`src/rtl/mux_pkg.sv`:
```
// rtl/mux_pkg.sv - shared mode constants and select-width helper for the muxn_arb family.
package mux_pkg;

  localparam int MUX_MODE_SEL = 0;
  localparam int MUX_MODE_RR  = 1;

  function automatic int sel_width(input int n);
    return (n <= 1) ? 1 : $clog2(n);
  endfunction

endpackage

```
`src/rtl/mux_rr_arb.sv`:
```
// rtl/mux_rr_arb.sv - round-robin arbiter: first requester at or above ptr wins, ptr moves past the winner.
module mux_rr_arb
  import mux_pkg::*;
#(
  parameter int N = 4,
  localparam int SEL_W = sel_width(N)
) (
  input  logic             clk,
  input  logic             rst,
  input  logic [N-1:0]     req,
  input  logic             advance,
  output logic             grant_valid,
  output logic [SEL_W-1:0] grant_idx
);

  logic [SEL_W-1:0] ptr;
  logic [N-1:0]     req_rot;
  logic [SEL_W:0]   idx_sum;

  // Rotate so ptr sits at bit 0, pick the lowest set bit, then rotate the index back.
  always_comb begin
    req_rot     = N'({req, req} >> ptr);
    grant_valid = 1'b0;
    idx_sum     = '0;
    for (int k = N - 1; k >= 0; k--) begin
      if (req_rot[k]) begin
        grant_valid = 1'b1;
        idx_sum     = {1'b0, ptr} + (SEL_W + 1)'(k);
      end
    end
    if (idx_sum >= (SEL_W + 1)'(N)) begin
      idx_sum = idx_sum - (SEL_W + 1)'(N);
    end
    grant_idx = idx_sum[SEL_W-1:0];
  end

  always_ff @(posedge clk or posedge rst) begin
    if (rst) begin
      ptr <= '0;
    end else if (advance && grant_valid) begin
      ptr <= (grant_idx == SEL_W'(N - 1)) ? '0 : grant_idx + 1'b1;
    end
  end

endmodule

```
`src/rtl/muxn_arb.sv`:
```
// rtl/muxn_arb.sv - N-channel valid/ready selector with external or round-robin grant and a main+skid output stage.
module muxn_arb
  import mux_pkg::*;
#(
  parameter int WIDTH = 32,
  parameter int N     = 4,
  parameter int MODE  = MUX_MODE_SEL,
  localparam int SEL_W = sel_width(N)
) (
  input  logic               clk,
  input  logic               rst,
  input  logic [N*WIDTH-1:0] in_data,
  input  logic [N-1:0]       in_valid,
  output logic [N-1:0]       in_ready,
  input  logic [SEL_W-1:0]   sel,
  output logic [WIDTH-1:0]   out_data,
  output logic [SEL_W-1:0]   out_chan,
  output logic               out_valid,
  input  logic               out_ready
);

  localparam int SEL_SPAN = 1 << SEL_W;

  logic [SEL_SPAN-1:0] valid_pad;
  logic                sel_ok;
  logic                rr_valid;
  logic [SEL_W-1:0]    rr_idx;
  logic                grant_valid;
  logic [SEL_W-1:0]    grant_idx;
  logic [WIDTH-1:0]    grant_data;
  logic                accept;
  logic                pop;
  logic                skid_valid;
  logic [WIDTH-1:0]    skid_data;
  logic [SEL_W-1:0]    skid_chan;

  mux_rr_arb #(.N(N)) u_rr (
    .clk         (clk),
    .rst         (rst),
    .req         (in_valid),
    .advance     (accept && (MODE == MUX_MODE_RR)),
    .grant_valid (rr_valid),
    .grant_idx   (rr_idx)
  );

  // valid_pad covers every sel encoding, so an out-of-range sel reads a zero.
  always_comb begin
    valid_pad          = '0;
    valid_pad[N-1:0]   = in_valid;
    sel_ok             = ({1'b0, sel} < (SEL_W + 1)'(N));
    if (N == 1) begin
      grant_valid = in_valid[0];
      grant_idx   = '0;
    end else if (MODE == MUX_MODE_RR) begin
      grant_valid = rr_valid;
      grant_idx   = rr_idx;
    end else begin
      grant_valid = sel_ok && valid_pad[sel];
      grant_idx   = sel;
    end
    grant_data = in_data[grant_idx*WIDTH +: WIDTH];
    accept     = grant_valid && !skid_valid && !rst;
    in_ready   = accept ? (N'(1) << grant_idx) : '0;
    pop        = out_valid && out_ready;
  end

  // Accept never coincides with a full skid, so skid refill and skid drain are exclusive.
  always_ff @(posedge clk or posedge rst) begin
    if (rst) begin
      out_valid  <= 1'b0;
      out_data   <= '0;
      out_chan   <= '0;
      skid_valid <= 1'b0;
      skid_data  <= '0;
      skid_chan  <= '0;
    end else if (pop) begin
      if (skid_valid) begin
        out_data   <= skid_data;
        out_chan   <= skid_chan;
        skid_valid <= 1'b0;
      end else if (accept) begin
        out_data <= grant_data;
        out_chan <= grant_idx;
      end else begin
        out_valid <= 1'b0;
      end
    end else if (accept) begin
      if (!out_valid) begin
        out_valid <= 1'b1;
        out_data  <= grant_data;
        out_chan  <= grant_idx;
      end else begin
        skid_valid <= 1'b1;
        skid_data  <= grant_data;
        skid_chan  <= grant_idx;
      end
    end
  end

endmodule

```
`config.mk`:
```
export PLATFORM = sky130hd
export DESIGN_NAME = muxn_arb
export DESIGN_NICKNAME = d
export VERILOG_FILES = /design/src/rtl/mux_pkg.sv /design/src/rtl/mux_rr_arb.sv /design/src/rtl/muxn_arb.sv
export SDC_FILE = /design/constraint.sdc
export NUM_CORES = 1
export LEC_CHECK = 0
export BUFFER_PORTS_ARGS = -buffer_cell sky130_fd_sc_hd__clkbuf_2
export CORE_MARGIN = 2
export CORE_UTILIZATION = 25
export CTS_BUF_LIST = sky130_fd_sc_hd__clkbuf_4
export DETAILED_ROUTE_END_ITERATION = 10
export HOLD_SLACK_MARGIN = 0.06
export PLACE_DENSITY = 0.57
export SYNTH_ARGS = -nofsm -noshare
export SYNTH_HDL_FRONTEND = slang
export SYNTH_SLANG_ARGS = --single-unit
```
`constraint.sdc`:
```
create_clock -name clk -period 3.15 [get_ports clk]
set_input_delay 0.315 -clock clk [delete_from_list [all_inputs] [get_ports clk]]
set_output_delay 0.315 -clock clk [all_outputs]
set_load 0.1 [all_outputs]
```
* Word level (Yosys, flattened, before mapping)
Cells that the tools add are included.
** Cells by class
- $lt $le $gt $ge :: 1
- Bitwise gates (word level) :: 1
- Equal/unequal tests :: 3
- Reduce and logical (&&, ||, !) cells :: 12
- Shift-type cells :: 2
- Muxes and demuxes :: 20
** Operator list (count)
- 2-to-1 mux 32 bit :: 5
- variable part select 128 x 8 -> 32 bit :: 1
- 2-to-1 mux 2 bit :: 5
- AND reduction 3 bit :: 3
- 2-to-1 mux 1 bit :: 8
- nonzero test 2 bit :: 3
- 2-to-1 mux 4 bit :: 1
- != test 2 bit, second input constant :: 2
- << shifter 1 x 2 -> 4 bit, first input constant :: 1
- logical AND 1 bit :: 3
- less-than comparator 2 x 3 -> 1 bit, second input constant :: 1
- binary-select mux 1 bit (select 2 bit) :: 1
- logical NOT 1 bit :: 2
- != test 2 x 1 -> 1 bit, second input constant :: 1
- AND reduction 2 bit :: 1
- NOT 1 bit :: 1
** Storage, ports and cells
- Output and inout port bits :: 39
- Bits in registers :: 70
- Logic and storage cells :: 45

* Logic depth before layout (Yosys ltp)
- Depth in word-level cells :: 7
- Gate-level depth with buffers :: 6

* Worst setup path after synthesis
OpenSTA, ideal clock, no wires.
- Path kind :: input to output
- From :: input port sel[0]
- To :: output port in_ready[0]
- Path slack :: 455 ps
- Stages :: 4
- Arrival :: 2380 ps
- Data required time :: 2835 ps
- Path buffers :: 1
- Cell sequence :: buf_6 > or3_4 > or2_2 > nor2_1
** Between the ends
- Cells in the longest elaborated chain, start to end :: 5
- Elaborated cells between the ends (all ways) :: 6
- Classes of those cells :: 1 x shift; 3 x mux; 2 x reduce/logical
** RTL lines
- from (decl) :: RTL line muxn_arb.sv:15 : input logic [SEL_W-1:0] sel,
- binary-select mux 1 bit (select 2 bit) :: RTL line muxn_arb.sv:58 : grant_valid = sel_ok && valid_pad[sel];
- 2-to-1 mux 1 bit (not written as such) :: RTL line muxn_arb.sv:58
- logical AND 1 bit (2 in series) :: RTL line muxn_arb.sv:62 : accept = grant_valid && !skid_valid && !rst;
- 2-to-1 mux 4 bit (*) :: RTL line muxn_arb.sv:63 : in_ready = accept ? (N'(1) << grant_idx) : '0;
- to (decl) :: RTL line muxn_arb.sv:14 : output logic [N-1:0] in_ready,
Every way passes the cells marked *; elsewhere a longest branch is shown, timed or not. The select of a mux whose other input is x is not followed.

* Final worst setup path
- From :: input port rst
- To :: register out_data[1]
** Between the ends
- Cells in the longest elaborated chain, start to end :: 4
- Elaborated cells between the ends (all ways) :: 5
- Classes of those cells :: 5 x reduce/logical
** RTL lines
- from (decl) :: RTL line muxn_arb.sv:11 : input logic rst,
- logical NOT 1 bit (no line) (*)
- logical AND 1 bit (*) :: RTL line muxn_arb.sv:62
- nonzero test 2 bit (no line)
- AND reduction 3 bit (no line) (*)
- to (signal assigned) :: RTL line muxn_arb.sv:78 : out_data <= skid_data;
- to (signal assigned) :: RTL line muxn_arb.sv:82 : out_data <= grant_data;
- to (signal assigned) :: RTL line muxn_arb.sv:90 : out_data <= grant_data;
- to (decl) :: RTL line muxn_arb.sv:16 : output logic [WIDTH-1:0] out_data,
Every way passes the cells marked *; elsewhere a longest branch is shown, timed or not.
A chain may end at the register's enable or synchronous reset.

==> run metrics <==
CP arrival 2.85 ns; Hold Path Depth 2; Setup Skew 0.0206 ns; Max IR drop VDD 0.000532 V; vias in the first global route 3289; Hold Crit Start out_ready; RSZ-0062 raised after global routing no; minimum clock period 2.50 ns; Tightest Pin Transition 0.888 ns; max-slew violations 0; Vias 3019; area of placed instances 5120 sq um; Syn Nets 387; post-CTS setup repair buffer count 0; largest net degree at the start of global routing 51; r2r endpoint out_data[1]; worst hold path endpoint skid_valid; cells after synthesis 250; CTS buffer count 9; final number of hold-violating endpoints 0; Initial Util 0.254; CP peak stage delay 0.74 ns; Hold Crit Class input port to flop; Cell Chain, Critical Path dlygate4sd3_1 > clkbuf_2 > nor3b_1 > a2bb2oi_4 > a21oi_4 > buf_4 > a2bb2oi_2; Sequential cell area 1750 sq um; Seq/Total Area, Yosys 0.436; Overflow after GRT 0; final net count 558; gp weighted congestion 0.744; PortBufs 175; Die H 131 um; Post-route DRC 0; first-pass GRT wire length 17100 um; H-Tree Depth 3; fill cell count 1593; ANT nets after route 0; buffer and inverter count on the worst path 3; Iteration-0 DRC Markers 77; Yosys cell types 27; Fmax achieved 0.400 GHz; Critical Path Slowest Stage Cell a21oi_4; sw frac 0.536; Reg2Reg Setup Slack 0.74 ns; Final period util 0.793; DIE AREA 17100 sq um; Longest Clk Path Bufs 2; Post-CTS Hold Fix Bufs 1; synthesized flop and latch total 70; combinational share of power 0.596; Mean Syn Cell Area 16.1 sq um; dpl hpwl 8120 um; design internal power 2.50 mW; crit-path max FO 20; Synth warnings 0; final WL 10900 um; Max-Cap Viols 0; Critical R2R Launch skid_valid; GRT Total Usage 0.130; Syn-to-layout area delta 30.6%; CP Capture Type flop; CTS tree done; chip width 131 um; floorplan row count 46; CTS Sinks 70; Setup WS pre-CTS 0.445 ns; status complete, no violations; relative slew slack 0.407; Final setup violation count 0; crit start category input port; Vias per Instance 4.70; clk slew on worst S/H paths 0.14 ns; Clk pwr share 0.095; DR WL/cell 17.0 um; Worst Setup Path Type input port to flop; FF-to-FF path depth 5; Core ar. 15800 sq um; Clk Tree Root Cell clkbuf_4; Power Density 1030 nW/um^2; multi-input logic area 2090 sq um; Mapped Area 4020 sq um; Switch Pwr 2.89 mW; layout cell share with drive strength beyond 1 0.711; initial antenna violation count 0; Resized cells post-CTS 0; post-route cell area 5250 sq um; fin worst setup slack 0.652 ns; crit-path leading delay family buffers and inverters; Worst Path Required 3.50 ns; worst-skew pair later-pin latency 0.42 ns; Flop pwr share 0.308; leakage 2.37 nW; Pre-Repair DR Iteration Count 6; # IOs 176; TNS Setup 0 ns
## per-layer routing
metal | part of all wire | global-route usage
met1 | 0.42 | 0.158
met2 | 0.51 | 0.230
met3 | 0.061 | 0.0383
met4 | 0.0069 | 0.0250
met5 | 0 | 0
## Yosys cell counts
cell       instances  area share
dfrtp_1           70        0.44
o22ai_1           33       0.051
mux4_2            32        0.18
a2bb2oi_2         30        0.11
mux2_4            30        0.11
clkbuf_1          10      0.0093
buf_2              7      0.0087
mux2_2             5       0.014
a2bb2oi_1          4      0.0087
buf_6              4       0.011
nor2_1             4      0.0037
buf_12             3       0.015
inv_1              2      0.0019
nand3_1            2      0.0025
nor2b_1            2      0.0031
a21oi_1            1      0.0012
a21oi_4            1      0.0040
a2bb2oi_4          1      0.0065
mux2i_1            1      0.0025
nand2_1            1     0.00093
nand2b_1           1      0.0016
nor2_8             1      0.0050
nor3b_1            1      0.0019
o21ai_0            1      0.0012
o2bb2a_1           1      0.0025
or2_2              1      0.0016
or3_4              1      0.0028
## cells by family after synthesis
kind of cell,after synthesis,synth area share
compound gates,72,0.188
flops,70,0.436
mux,68,0.308
buf+inv,26,0.0460
simple gates,14,0.0230
## metrics by stage
stage / power (mW) / hold slack, ns / instances / util
3_5_place_dp: 4.92 / 0.494 / 625 / 0.323
5_1_grt: 5.63 / 0.0706 / 642 / 0.332
6_report: 5.39 / 0.112 / 643 / 0.332
4_1_cts: 5.45 / 0.0781 / 642 / 0.332
2_1_floorplan: 4.33 / 0.404 / 250 / -
3_3_place_gp: 4.86 / 0.489 / 625 / 0.323
## final cells by class
| cell class | count | area share |
|---|---|---|
| Inverter | 2 | 0.00167 |
| Antenna cell | 1 | 0.000477 |
| Clock inverter | 7 | 0.00977 |
| Sequential cell | 70 | 0.334 |
| Clock buffer | 9 | 0.0129 |
| Tap cell | 216 | 0.0515 |
| Multi-Input combinational cell | 154 | 0.398 |
| Timing Repair Buffer | 184 | 0.192 |
## power groups by stage
stage	clock [mW]	combinational, mW	sequential, mW
final	0.514	3.21	1.66
after CTS	0.535	3.24	1.67
after global placement	0	3.19	1.67
after detailed placement	0	3.24	1.68
after floorplan	0	1.12	3.21
after global routing	0.576	3.34	1.72
## registers in the layout, indices dropped and copies added, names as in the netlist
| register | flops |
|---|---|
| out_chan | 2 |
| skid_data | 32 |
| skid_valid | 1 |
| out_data | 32 |
| skid_chan | 2 |
| out_valid | 1 |
## worst max-delay path by stage
stage	from	endpoint	cells after the start
6_report	rst	out_data[1]	7
3_3_place_gp	sel[0]	out_data[6]	6
5_1_grt	rst	out_data[10]	7
2_1_floorplan	sel[0]	in_ready[0]	4
4_1_cts	rst	out_data[11]	7
3_5_place_dp	sel[0]	out_data[1]	6
## layout by cell type (no fill, tap or decap), drive strengths merged
cell type,netlist,final
dlygate4sd3,0,1
nand2,1,1
or3,1,1
o22ai,33,33
or2,1,1
clkbuf,10,180
clkinvlp,0,1
o21ai,1,1
nand2b,1,1
a2bb2oi,35,35
diode,0,1
inv,2,1
buf,14,12
o2bb2a,1,1
nand3,2,2
mux2i,1,1
mux4,32,32
mux2,35,35
nor3b,1,1
clkinv,0,7
nor2,5,5
nor2b,2,2
a21oi,2,2
dfrtp,70,70
No activity file was read; power rests on OpenSTA's default activity.
